`config.mk`:
```
export PLATFORM = sky130hd
export DESIGN_NAME = ram_fifo
export DESIGN_NICKNAME = d
export VERILOG_FILES = /design/src/rtl/ram_fifo.sv
export SDC_FILE = /design/constraint.sdc
export NUM_CORES = 1
export LEC_CHECK = 0
export ABC_CLOCK_PERIOD_IN_PS = 9730
export BUFFER_PORTS_ARGS = -buffer_cell sky130_fd_sc_hd__buf_4
export CAP_MARGIN = 20
export CORE_MARGIN = 10
export CORE_UTILIZATION = 40
export DETAILED_ROUTE_END_ITERATION = 10
export GPL_TIMING_DRIVEN = 1
export HOLD_SLACK_MARGIN = 0.02
export SYNTH_ARGS = -nofsm -noshare
export SYNTH_HDL_FRONTEND = slang
export SYNTH_SLANG_ARGS = --single-unit
```
`constraint.sdc`:
```
create_clock -name clk -period 9.73 [get_ports clk]
set_input_delay 0 -clock clk [delete_from_list [all_inputs] [get_ports clk]]
set_output_delay 0 -clock clk [all_outputs]
set_load 0.03 [all_outputs]
```
`src/rtl/ram_fifo.sv`:
```
// First-word-fall-through FIFO on a register-file memory with a registered head
// stage, occupancy thresholds, synchronous flush and a high-watermark monitor.
module ram_fifo #(
    parameter int DATA_WIDTH   = 32,
    parameter int ADDR_WIDTH   = 4,
    parameter int AFULL_LEVEL  = 12,
    parameter int AEMPTY_LEVEL = 2
) (
    input  logic                  clk,
    input  logic                  rst_n,
    input  logic                  flush,
    input  logic                  wr_valid,
    output logic                  wr_ready,
    input  logic [DATA_WIDTH-1:0] wr_data,
    output logic                  rd_valid,
    input  logic                  rd_ready,
    output logic [DATA_WIDTH-1:0] rd_data,
    output logic [ADDR_WIDTH:0]   count,
    output logic                  almost_full,
    output logic                  almost_empty,
    output logic [ADDR_WIDTH:0]   max_level,
    input  logic                  clr_max
);

    localparam int DEPTH = 2 ** ADDR_WIDTH;
    localparam logic [ADDR_WIDTH:0] DEPTH_C  = (ADDR_WIDTH+1)'(DEPTH);
    localparam logic [ADDR_WIDTH:0] ONE_C    = (ADDR_WIDTH+1)'(1);
    localparam logic [ADDR_WIDTH:0] AFULL_C  = (ADDR_WIDTH+1)'(AFULL_LEVEL);
    localparam logic [ADDR_WIDTH:0] AEMPTY_C = (ADDR_WIDTH+1)'(AEMPTY_LEVEL);
    localparam logic AEMPTY_RST = (AEMPTY_LEVEL >= 0);

    logic [DATA_WIDTH-1:0] r_mem [DEPTH];

    logic [ADDR_WIDTH:0]   r_wr_ptr;
    logic [ADDR_WIDTH:0]   r_rd_ptr;
    logic [ADDR_WIDTH:0]   r_count;
    logic [ADDR_WIDTH:0]   r_max;
    logic [DATA_WIDTH-1:0] r_rd_data;
    logic                  r_afull;
    logic                  r_aempty;

    logic                  w_wr_ready;
    logic                  w_rd_valid;
    logic                  w_do_wr;
    logic                  w_do_rd;
    logic [ADDR_WIDTH:0]   w_wr_ptr_next;
    logic [ADDR_WIDTH:0]   w_rd_ptr_next;
    logic [ADDR_WIDTH:0]   w_count_next;
    logic [ADDR_WIDTH:0]   w_max_next;
    logic [DATA_WIDTH-1:0] w_head_next;

    always_comb begin
        w_wr_ready = (r_count != DEPTH_C);
        w_rd_valid = (r_count != '0);
        w_do_wr    = wr_valid && w_wr_ready && !flush;
        w_do_rd    = rd_ready && w_rd_valid && !flush;

        w_wr_ptr_next = r_wr_ptr;
        w_rd_ptr_next = r_rd_ptr;
        w_count_next  = r_count;
        if (flush) begin
            w_wr_ptr_next = '0;
            w_rd_ptr_next = '0;
            w_count_next  = '0;
        end else begin
            if (w_do_wr) w_wr_ptr_next = r_wr_ptr + ONE_C;
            if (w_do_rd) w_rd_ptr_next = r_rd_ptr + ONE_C;
            if (w_do_wr && !w_do_rd)      w_count_next = r_count + ONE_C;
            else if (!w_do_wr && w_do_rd) w_count_next = r_count - ONE_C;
        end

        // The word being written this edge becomes the head when the queue was
        // empty after the pop; bypass the memory so it is visible next cycle.
        if (w_do_wr && (w_rd_ptr_next == r_wr_ptr))
            w_head_next = wr_data;
        else
            w_head_next = r_mem[w_rd_ptr_next[ADDR_WIDTH-1:0]];

        w_max_next = r_max;
        if (flush)
            w_max_next = '0;
        else if (clr_max)
            w_max_next = w_count_next;
        else if (w_count_next > r_max)
            w_max_next = w_count_next;
    end

    always_ff @(posedge clk) begin
        if (rst_n && w_do_wr)
            r_mem[r_wr_ptr[ADDR_WIDTH-1:0]] <= wr_data;
    end

    always_ff @(posedge clk or negedge rst_n) begin
        if (!rst_n) begin
            r_wr_ptr  <= '0;
            r_rd_ptr  <= '0;
            r_count   <= '0;
            r_max     <= '0;
            r_rd_data <= '0;
            r_afull   <= 1'b0;
            r_aempty  <= AEMPTY_RST;
        end else begin
            r_wr_ptr <= w_wr_ptr_next;
            r_rd_ptr <= w_rd_ptr_next;
            r_count  <= w_count_next;
            r_max    <= w_max_next;
            r_afull  <= (w_count_next >= AFULL_C);
            r_aempty <= (w_count_next <= AEMPTY_C);
            // Head register holds its value across a flush.
            if (!flush)
                r_rd_data <= w_head_next;
        end
    end

    assign wr_ready     = w_wr_ready;
    assign rd_valid     = w_rd_valid;
    assign rd_data      = r_rd_data;
    assign count        = r_count;
    assign almost_full  = r_afull;
    assign almost_empty = r_aempty;
    assign max_level    = r_max;

endmodule

```
; Word-level counts from Yosys, hierarchy flattened
; Memories as Yosys holds them, arrays and structs flattened.
; Cells that the tools add are included.
[word_totals]
n_memories = 1
register_bits = 54
elab_cells = 44
mem_bits_rw = 512
inputBits = 38
[classes]
eq_ne = 2
addsub = 4
muxes = 13
reduce_logical = 14
n_lt_le_gt_ge = 3
[mem_list]
columns = name, words, word_bits, rd, rd_ports_with_merged_regs, wr, line_no
row1 = r_mem, 16, 32, 1, 0, 1, 32  ; logic [DATA_WIDTH-1:0] r_mem [DEPTH];
[op_table]
columns = operator, n
row1 = 2-to-1 mux 5 bit, 10
row2 = 2-to-1 mux 32 bit, 1
row3 = adder 5 x 1 -> 5 bit (second input constant), 3
row4 = logical AND 1 bit, 8
row5 = equality test 5 bit, 1
row6 = greater-or-equal comparator 5 x 4 -> 1 bit (second input constant), 1
row7 = > comparator 5 bit, 1
row8 = <= comparator 5 x 2 -> 1 bit (second input constant), 1
row9 = != test 5 bit (second input constant), 1
row10 = nonzero test 5 bit, 1
row11 = subtractor 5 x 1 -> 5 bit (second input constant), 1
row12 = zero test 1 bit, 3
row13 = nonzero test 3 bit, 1
row14 = 2-to-1 mux 1 bit, 2
row15 = nonzero test 2 bit, 1

; Longest topological paths before layout
; Gate-level depths: netlist of run 1.
[depth]
ltp_word = 12
mapped_depth = 17

; Least setup slack after synthesis of run 1
; OpenSTA, ideal clock, no wires.
[synth_path]
kind = reg2reg
from = register r_count[0] (netlist: count[0])
to = memory r_mem[0][0], enable pin
arrival_time_ns = 4.106
setup_time_ns = 0.461
path_buffers = 0
t_required_ns = 9.269
period_less_slack_ns = 4.567
slack_ns = 5.163
path_stages_with_launch = 8
path_cell_list = dfrtp_1 > inv_1 > ha_1 > nand4bb_1 > nand2_1 > nor2_1 > nand3_1 > nor3_1
[synth_via]
elab_chain_len = 6
[synth_lines]
columns = item, line_no
row1 = start: declaration, 36  ; logic [ADDR_WIDTH:0] r_count;
row2 = start signal: assignment, 105  ; r_count <= w_count_next;
row3 = != test 5 bit, 53  ; w_wr_ready = (r_count != DEPTH_C);
row4 = net wr_ready, 13  ; output logic wr_ready,
row5 = logical AND 1 bit (2 in a row), 55  ; w_do_wr = wr_valid && w_wr_ready && !flush;
row6 = logical AND 1 bit, 89  ; if (rst_n && w_do_wr)
row7 = 2-to-1 mux 1 bit, 89
row8 = 2-to-1 mux 1 bit (implied by the code), 90  ; r_mem[r_wr_ptr[ADDR_WIDTH-1:0]] <= wr_data;
row9 = end: declaration, 32
; The timed path passes the listed nets, and every way through them passes these cells.

; Final worst setup path of run 1
[layout_path]
from = register r_count[0] (netlist: count[0])
to = register r_rd_data[24] (netlist: rd_data[24])
[layout_via]
elab_chain_len = 8
[layout_lines]
columns = item, line_no
row1 = branches (longest 7 deep; another with memory read (16 x 32 bit)), n/a
row2 = 2-to-1 mux 32 bit *, 74  ; if (w_do_wr && (w_rd_ptr_next == r_wr_ptr))
row3 = end signal: assignment, 111  ; r_rd_data <= w_head_next;
row4 = end: declaration, 38  ; logic [DATA_WIDTH-1:0] r_rd_data;
; Every way passes the cells marked *.
; A chain may end at the register's enable or synchronous reset.

==> results.md, run 1 <==
* Status: finished clean
* Most frequent cells in the layout: 512 x edfxtp_1, 191 x a211oi_1, 129 x and3_1
* Final worst path period share at 49.8%
* FP Rows at 88
* Slack of the critical path at 4.88 ns
* Final worst path period need at 4.85 ns
* Hold Fails Final Rpt at 0
* Core footprint at roughly 0.057 mm^2
* Worst Path Required at 10.24 ns
* FF+latch count, synth at 566
* Peak VDD IR at 0.147 mV
* Crit. End Element: flip-flop
* Post-CTS setup buffers at 0
* Gr ovfl total at 0
* Worst path arrival time at around 5.4 ns
* Vias in the first global route at 14,800
* Clock Root Buffer: clkbuf_16
* Gr busiest metal: met2
* DRC viols at 0
* Iter 0 DRT Violations at ~1,400
* Tot Pwr at 6.66 mW
* Via count at 14,800
* GR Layer Usage met2 at 31.0%
* Cell count after synthesis at around 1,600
* Full die area at 0.0679 mm^2
* Initial Util at approximately 40%
* Ys async rst share at a little under a tenth
* Type of origin of the critical path: flip-flop
* Max-Cap Viols at 0
* Sum of negative setup slack at 0 ns
* CTS Buffer Depth at 3
* CP Cell Sequence: inv_1 > ha_1 > nor4b_4 > buf_4 > inv_2 > a21boi_2 > buf_4 > o21ai_4 > buf_4 > clkinv_2 > buf_4 > a211oi_1 > nor4b_1 > a211oi_1 > a221oi_1
* Via density per instance at approximately 6.0
* GRT met1 Usage at 26.8%
* Static Leak at 8.92 nW
* Slew Limit Fails at 0
* Final Instance Area at 0.0269 mm^2
* Hold Crit Class: input port to async pin
* First-pass GRT wire length at 98,500 um
* Synthesis-to-layout area growth at 16.3%
* GR Util All Layers at 19.3%
* Synth Warn # at 0
* GRT met3 Usage at under 10%
* CTS buffer count at 57
* Mapped Avg Cell Area at 14.8 um^2
* Wirelength per Cell at around 27 um
* H-tree depth at 2
* Fmax at 206 MHz
* Hold-fix buffers, CTS at 37
* Commonest non-fill, non-tap cell in the layout: edfxtp_1
* Worst-Margin Slew at approximately 1.1 ns
* Initial antenna violation count at 1
* IO buf count at 83
* Post-DP Area at 0.0246 mm^2
* Drt total wl at between 60,000 and 70,000 um
* Die W at 260 um
* Pwr/cell area at 247 mW/mm^2
* Proportion of layout cells with a drive suffix above 1 at 16.4%
* Main synth FF type: edfxtp_1
* Reg clk slew, reported paths at 0.07 ns
* CP peak stage delay at 0.82 ns
* Total clock sinks at 566
* Die H at 260 um
* WHS at 0.0882 ns
* Yosys cell types at 71
* Register area share after synthesis at 72.3%
* HPWL after DPL at about 36,000 um
* Rel. slew slack at between 20% and 30%
* Post-synth EDFFs at 512
* Cell mode on critical path: buf_4
* Final Skew at a little over 0.02 ns
* Pre-antenna DRT Iters at 5
* Largest net degree at the start of global routing at 80
* Setup slack at placement at 4.90 ns
* Cell Area, Synth at 0.0231 mm^2
* Gpl congestion at 0.797
* ANT nets after route at 0
* Syn_nets at 1,615
* Diodes inserted at 0
* Crit path max fanout at slightly below 80
* Critical path class: flip-flop to flip-flop
* Cts repair resizes at 0
* Final nets at 1,710
* Max stage delay cell, worst path: buf_4
* # IOs at 84
* CTS tree: built
* Finish-stage setup viols at 0
* RSZ-0062 raised after global routing: no
* Worst-Skew Late Latency at slightly above 0.6 ns
[logic make-up after synthesis]
kind of cell / Yosys count / share of synthesized area [%]
AOI/OAI and AO/OA: 407 / 12.7
xor gates and xnor gates: 14 / 0.563
adders and majority gates: 11 / 0.595
buffers and inverters: 143 / 2.93
DFF: 566 / 72.3
muxes: 39 / 1.71
and+or+nand+nor: 386 / 9.17
[worst paths after layout]
path,startpoint,end,slack (ns),cells past startpoint
worst max-delay path,count[0],rd_data[24],4.88,15
worst min-delay path,rst_n,rd_data[15],0.09,2
worst max register to register,count[0],rd_data[24],4.88,15
worst min register to register,max_level[3],max_level[3],0.51,1
max in group asynchronous,rst_n,rd_data[11],9.00,2
min in group clk,wr_data[15],r_mem[6][15],0.25,2
[synth_stat cells, drive strengths merged (22+ instances only)]
| library cell | number | area [um^2] |
|---|---|---|
| a31o | 25 | 219 |
| edfxtp | 512 | 15400 |
| nor2 | 50 | 193 |
| clkbuf | 61 | 231 |
| o21ai | 38 | 198 |
| buf | 64 | 378 |
| nor3 | 22 | 115 |
| mux2i | 34 | 340 |
| nand2 | 77 | 289 |
| a221oi | 27 | 236 |
| a211oi | 192 | 1450 |
| dfrtp | 53 | 1330 |
| and3 | 130 | 818 |
| nor4 | 41 | 288 |
| nand3 | 37 | 190 |
| a21oi | 66 | 334 |
[power breakdown]
| group | switching [mW] | internal, mW | total, mW |
|---|---|---|---|
| Clock | 0.935 | 1.32 | 2.26 |
| Combinational | 1.09 | 0.488 | 1.57 |
| Sequential | 0.0937 | 2.73 | 2.83 |
[sequential cells by signal, summed over array words and instances (netlist names)]
name	cells
almost_empty	1
r_mem	512
count	5
r_wr_ptr	5
max_level	5
r_rd_ptr	5
rd_data	32
almost_full	1
[final cells by class]
cell class | count | area [um^2]
fillers | 4951 | 30600
multi-input cells | 857 | 5920
clock buffers | 64 | 1450
clock inverters | 44 | 478
flip-flops and latches | 566 | 16700
well taps | 765 | 957
inverters | 18 | 68.8
repair buffers | 161 | 1300
[layer usage]
layer  share of wire (%)  vias to the layer above
li1                    -                     6470
met1                  44                     7623
met2                  47                      594
met3                 6.5                      100
met4                 2.3                        2
met5               0.020                        -
[per-stage QoR]
step	utilization, %	cells
after global placement	42.8	2330
after floorplan	-	1566
final	46.8	2475
after CTS	46.8	2475
after detailed placement	42.8	2330
after global routing	46.8	2475
[worst max-delay path, delay by kind of cell (launching register included)]
family,cells,cell delay (ns)
buffers and inverters,7,2.55
AOI/OAI and AO/OA,5,0.82
DFF,1,0.44
adders and majority gates,1,0.23
and+or+nand+nor,2,0.61
No activity file was read; power rests on OpenSTA's default activity.
==> run 2: changes to the inputs <==
- ABC_CLOCK_PERIOD_IN_PS: 9730 -> 5050
- clock period: 9.73 -> 5.05 ns (I/O delays scaled with it)
==> results.md, run 2 (same netlist as run 1, synthesis figures left out) <==
* Wirelength per Cell at 26.4 um (was 26.7 um)
* Status: finished clean (unchanged)
* Pre-antenna DRT Iters at 5 (unchanged)
* DRC viols at 0 (unchanged)
* CTS Buffer Depth at 3 (unchanged)
* Register area at 0.0167 mm^2 (unchanged)
* Initial antenna violation count at 1 (unchanged)
* Full die area at 0.0679 mm^2 (unchanged)
* Via density per instance at 6.00 (was 5.98)
* Fill cells at 5,011 (was 4,951)
* Pwr/cell area at 469 mW/mm^2 (was 247 mW/mm^2)
* Hold Crit Class: input port to async pin (unchanged)
* Area of the multi-input gates at 0.00592 mm^2 (unchanged)
* Clock Root Buffer: clkbuf_16 (unchanged)
* Gpl congestion at 0.791 (was 0.797)
* Core footprint at 0.0575 mm^2 (unchanged)
* Gr ovfl total at 0 (unchanged)
* Die H at 260 um (unchanged)
* Type of origin of the critical path: flip-flop (unchanged)
* Die W at 260 um (unchanged)
* Rel. slew slack at 28.4% (was 24.2%)
* Final worst path period share at 77.9% (was 49.8%)
* Worst-Margin Slew at 1.07 ns (was 1.13 ns)
* Fmax at 254 MHz (was 206 MHz)
* Total clock sinks at 566 (unchanged)
* Max reg flops at 512 (unchanged)
* Vias in the first global route at 15,000 (was 14,800)
* CP Cell Sequence: inv_1 > ha_1 > nor4b_4 > buf_4 > a211o_1 > or4_1 > o21ai_1 > xnor2_1 > nor2_1 > ha_1 > a21o_1 > a21oi_1 > nor2b_1 > a21oi_1 > nand4_2 > mux2_1 (was inv_1 > ha_1 > nor4b_4 > buf_4 > inv_2 > a21boi_2 > buf_4 > o21ai_4 > buf_4 > clkinv_2 > buf_4 > a211oi_1 > nor4b_1 > a211oi_1 > a221oi_1)
* Max stage delay cell, worst path: dfrtp_1 (was buf_4)
* Crit path max fanout at 20 (was 79)
* Proportion of layout cells with a drive suffix above 1 at 16.6% (was 16.4%)
* Worst Path Required at 5.54 ns (was 10.24 ns)
* Final Skew at 0.0272 ns (was 0.0203 ns)
* Largest net degree at the start of global routing at 96 (was 80)
* # IOs at 84 (unchanged)
* H-tree depth at 2 (unchanged)
* Cts repair resizes at 0 (unchanged)
* HPWL after DPL at 34,100 um (was 36,400 um)
* Tot Pwr at 12.6 mW (was 6.66 mW)
* CTS buffer count at 58 (was 57)
* Static Leak at 8.92 nW (about the same)
* Slew Limit Fails at 0 (unchanged)
* Iter 0 DRT Violations at 1,517 (was 1,374)
* IO buf count at 83 (unchanged)
* Commonest non-fill, non-tap cell in the layout: edfxtp_1 (unchanged)
* Worst-Skew Late Latency at 0.63 ns (was 0.62 ns)
* Drt total wl at 65,600 um (was 66,100 um)
* First-pass GRT wire length at 98,300 um (was 98,500 um)
* Final nets at 1,717 (was 1,710)
* RSZ-0062 raised after global routing: no (unchanged)
* GR Util All Layers at 19.2% (was 19.3%)
* Worst path arrival time at 4.42 ns (was 5.35 ns)
* Final worst path period need at 3.93 ns (was 4.85 ns)
* Crit. End Element: flip-flop (unchanged)
* CP peak stage delay at 0.45 ns (was 0.82 ns)
* Reg clk slew, reported paths at 0.06 ns (was 0.07 ns)
* Synthesis-to-layout area growth at 16.3% (about the same)
* Sum of negative setup slack at 0 ns (unchanged)
* Initial Util at 40.2% (unchanged)
* Max-Cap Viols at 0 (unchanged)
* Most frequent cells in the layout: 512 x edfxtp_1, 191 x a211oi_1, 129 x and3_1 (unchanged)
* Via count at 14,900 (was 14,800)
* ANT nets after route at 0 (unchanged)
* Critical path class: flip-flop to flip-flop (unchanged)
* Hold Fails Final Rpt at 0 (unchanged)
* Finish-stage setup viols at 0 (unchanged)
* CTS tree: built (unchanged)
* FP Rows at 88 (unchanged)
* Peak VDD IR at 0.279 mV (was 0.147 mV)
run 2: what timing repair did:
item | CTS | global route
buffers inserted | 0 | 0
hold endpoints to repair | 613 | 0
hold buffers | 37 | 0
run 2: power breakdown:
part           switching [mW]  total [mW]  internal, mW
sequential              0.173        5.44          5.27
clock                    1.81        4.09          2.27
combinational            2.09        3.09         0.995
run 2: final timing paths:
check / start / end / slack (ns) / depth (start not counted)
worst min-delay path: rst_n / rd_data[12] / 0.12 / 2
worst max-delay path: count[0] / max_level[0] / 1.12 / 16
worst min register to register: rd_data[20] / rd_data[20] / 0.49 / 2
min in group clk: rd_ready / r_rd_ptr[2] / 0.18 / 5
worst max register to register: count[0] / max_level[0] / 1.12 / 16
max in group asynchronous: rst_n / count[4] / 4.25 / 2
run 2: final cells by class:
cell class | instances | area share, %
Tap cell | 765 | 3.56
Sequential cell | 566 | 62.2
Clock buffer | 70 | 5.56
Multi-Input combinational cell | 857 | 22.0
Antenna cell | 1 | 0.00930
Clock inverter | 38 | 1.12
Timing Repair Buffer | 167 | 5.27
Inverter | 18 | 0.256
run 2: metrics by stage:
step / instances / utilization [%] / instance area, um^2 / hold WS, ns / worst slack, ns
2_1_floorplan: 1566 / - / 23100 / -0.296 / 0.483
3_3_place_gp: 2335 / 43.0 / 24700 / 0.232 / 1.19
3_5_place_dp: 2335 / 43.0 / 24700 / 0.241 / 1.10
4_1_cts: 2480 / 46.7 / 26900 / 0.143 / 1.10
5_1_grt: 2482 / 46.8 / 26900 / 0.191 / 0.769
6_report: 2482 / 46.8 / 26900 / 0.120 / 1.12
run 2: worst max-delay path, delay by kind of cell, from the launching register on:
kind	cells	cell delay [ns]
AO/OA/AOI/OAI	5	0.97
XOR/XNOR	1	0.08
adder cells (fa/ha/maj)	2	0.57
buffers and inverters	2	0.33
flip-flops	1	0.45
multiplexers	1	0.37
AND/OR/NAND/NOR	5	1.05
run 2: metal layers:
layer  global-route usage [%]  wire, um  vias to the layer above
met5                        0         0                        -
met4                     5.83      1730                        0
met3                     3.26      4980                      118
met2                     30.3     30200                      623
met1                     26.8     28700                     7679
li1                         -         -                     6484
==> run 3: changes to the inputs <==
- ABC_CLOCK_PERIOD_IN_PS: 5050 -> 3800
- clock period: 5.05 -> 3.8 ns (I/O delays scaled with it)
==> results.md, run 3 (same netlist as run 1, synthesis figures left out) <==
* Max reg flops at 512 (unchanged)
* Die H at 260 um (unchanged)
* Core footprint at 0.0575 mm^2 (unchanged)
* Most frequent cells in the layout: 512 x edfxtp_1, 191 x a211oi_1, 136 x buf_4 (was 512 x edfxtp_1, 191 x a211oi_1, 129 x and3_1)
* Min-delay src: wr_data[17]
* HPWL after DPL at 33,700 um (was 34,100 um)
* FP Rows at 88 (unchanged)
* Static Leak at 9.07 nW (was 8.92 nW)
* Commonest non-fill, non-tap cell in the layout: edfxtp_1 (unchanged)
* Crit. End Element: flip-flop (unchanged)
* GR Util All Layers at 18.8% (was 19.2%)
* Peak VDD IR at 0.594 mV (was 0.279 mV)
* Reg2reg start: count[0] (unchanged)
* Wirelength per Cell at 26.0 um (was 26.4 um)
* Sum of negative setup slack at 0 ns (unchanged)
* Total clock sinks at 566 (unchanged)
* Hold-critical path depth at 2
* Pwr/cell area at 623 mW/mm^2 (was 469 mW/mm^2)
* CTS Buffer Depth at 3 (unchanged)
* Rel. slew slack at 21.6% (was 28.4%)
* Via count at 14,900 (about the same)
* Pre-antenna DRT Iters at 5 (unchanged)
* # IOs at 84 (unchanged)
* Fin cells at 2,501 (was 2,482)
* Slew Limit Fails at 0 (unchanged)
* Die W at 260 um (unchanged)
* Fill cells at 4,923 (was 5,011)
* Gr ovfl total at 0 (unchanged)
* DRC viols at 0 (unchanged)
* Worst path arrival time at 4.03 ns (was 4.42 ns)
* Reg clk slew, reported paths at 0.06 ns (about the same)
* Iter 0 DRT Violations at 1,334 (was 1,517)
* CTS tree: built (unchanged)
* Worst-Skew Late Latency at 0.61 ns (was 0.63 ns)
* Max-Cap Viols at 0 (unchanged)
* RSZ-0062 raised after global routing: no (unchanged)
* Area of the multi-input gates at 0.00597 mm^2 (was 0.00592 mm^2)
* First-pass GRT wire length at 96,300 um (was 98,300 um)
* Final Skew at 0.0202 ns (was 0.0272 ns)
* FF-to-FF End: max_level[2] (was max_level[0])
* Worst-Margin Slew at 1.17 ns (was 1.07 ns)
* Initial antenna violation count at 0 (was 1)
* Finish-stage setup viols at 0 (unchanged)
* Vias in the first global route at 14,700 (was 15,000)
* H-tree depth at 2 (unchanged)
* Hold Crit Class: input port to flip-flop (was input port to async pin)
* Register area at 0.0167 mm^2 (unchanged)
* Path depth of the worst reg2reg path at 15 (was 16)
* IO buf count at 83 (unchanged)
* Core Util, Final at 47.4% (was 46.8%)
* Status: finished clean (unchanged)
* Full die area at 0.0679 mm^2 (unchanged)
* FF-to-FF setup slack at 0.24 ns (was 1.12 ns)
* Initial Util at 40.2% (unchanged)
* Clock Root Buffer: clkbuf_16 (unchanged)
* Final worst path period need at 3.56 ns (was 3.93 ns)
* Gpl congestion at 0.778 (was 0.791)
* Hold Fails Final Rpt at 0 (unchanged)
* Drt total wl at 65,000 um (was 65,600 um)
* Largest net degree at the start of global routing at 85 (was 96)
* Final nets at 1,737 (was 1,717)
* Fmax at 281 MHz (was 254 MHz)
* Final worst path period share at 93.7% (was 77.9%)
* Hold Path Sink: r_mem[4][17]
* Synthesis-to-layout area growth at 17.9% (was 16.3%)
* CTS buffer count at 56 (was 58)
* Proportion of layout cells with a drive suffix above 1 at 17.8% (was 16.6%)
* ANT nets after route at 0 (unchanged)
* Critical path class: flip-flop to flip-flop (unchanged)
* Crit path max fanout at 5 (was 20)
* Type of origin of the critical path: flip-flop (unchanged)
* Via density per instance at 5.95 (was 6.00)
* DP Cell Count at 2,356 (was 2,335)
* Worst Path Required at 4.27 ns (was 5.54 ns)
-- run 3: cell count changes in the layout (fill, tap and decap cells not counted), moves of 6 or more --
cell      delta
buf_12      +12
clkbuf_1     +6
clkinv_2     -6
buf_4       +11
clkinv_1     -7
clkbuf_8     +9
-- run 3: final cells by class --
cell class                 instances  area share, %
clock inverter                    21          0.789
tap                              765           3.51
sequential                       566           61.3
antenna                            1        0.00918
inverter                          18          0.252
timing repair buffer             189           6.28
clock buffer                      84           5.93
multi-input combinational        857           21.9
-- run 3: per-stage QoR --
stage	worst slack, ns	area (um^2)	total power, mW	hold WS [ns]
4_1_cts	0.156	27200	17.0	0.226
3_5_place_dp	0.168	25000	11.5	0.311
6_report	0.240	27300	17.0	0.251
5_1_grt	0.0121	27300	17.6	0.262
3_3_place_gp	0.250	25000	11.5	0.305
2_1_floorplan	0.00246	23200	9.91	-0.296
-- run 3: how the worst max path moves through the flow --
stage | startpoint | end | slack [ns] | cells after the start
3_5_place_dp | count[0] | max_level[2] | 0.17 | 15
3_3_place_gp | count[0] | max_level[4] | 0.25 | 15
2_1_floorplan | count[0] | max_level[4] | 0.002 | 16
5_1_grt | count[0] | max_level[2] | 0.01 | 15
4_1_cts | count[0] | max_level[2] | 0.16 | 15
6_report | count[0] | max_level[2] | 0.24 | 15
-- run 3: timing repair --
action,CTS,global route
hold buffers,37,0
endpoints found under the setup margin,0,5
resized for setup,0,2
buffers inserted,0,2
hold endpoints to repair,610,0
-- run 3: worst max-delay path, cell delays in order, from the launching register on --
cell and delay, ns:
dfrtp_1 0.38, inv_1 0.09, ha_2 0.24, nand4bb_4 0.12, a211o_1 0.35, or4_1 0.41
o21ai_1 0.11, xnor2_1 0.15, nor2_2 0.08, ha_1 0.33, a21o_1 0.19, a21oi_1 0.19
nor2b_1 0.07, a21oi_1 0.17, nand4_2 0.21, mux2_1 0.36
-- run 3: power breakdown --
group	leakage (nW)	total, mW	internal [mW]	switching, mW
logic	2.90	4.28	1.45	2.83
clock network	0.894	5.50	3.21	2.30
registers	5.28	7.22	7.00	0.216
total	9.07	17.0	11.7	5.35
-- run 3: layer usage --
metal  global-route usage (%)  vias to the layer above  wire [um]
met3                     3.74                      121       5380
li1                         -                     6505          -
met2                     29.1                      640      29300
met1                     25.9                     7612      28000
met4                     6.94                        0       2340
met5                        0                        -          0
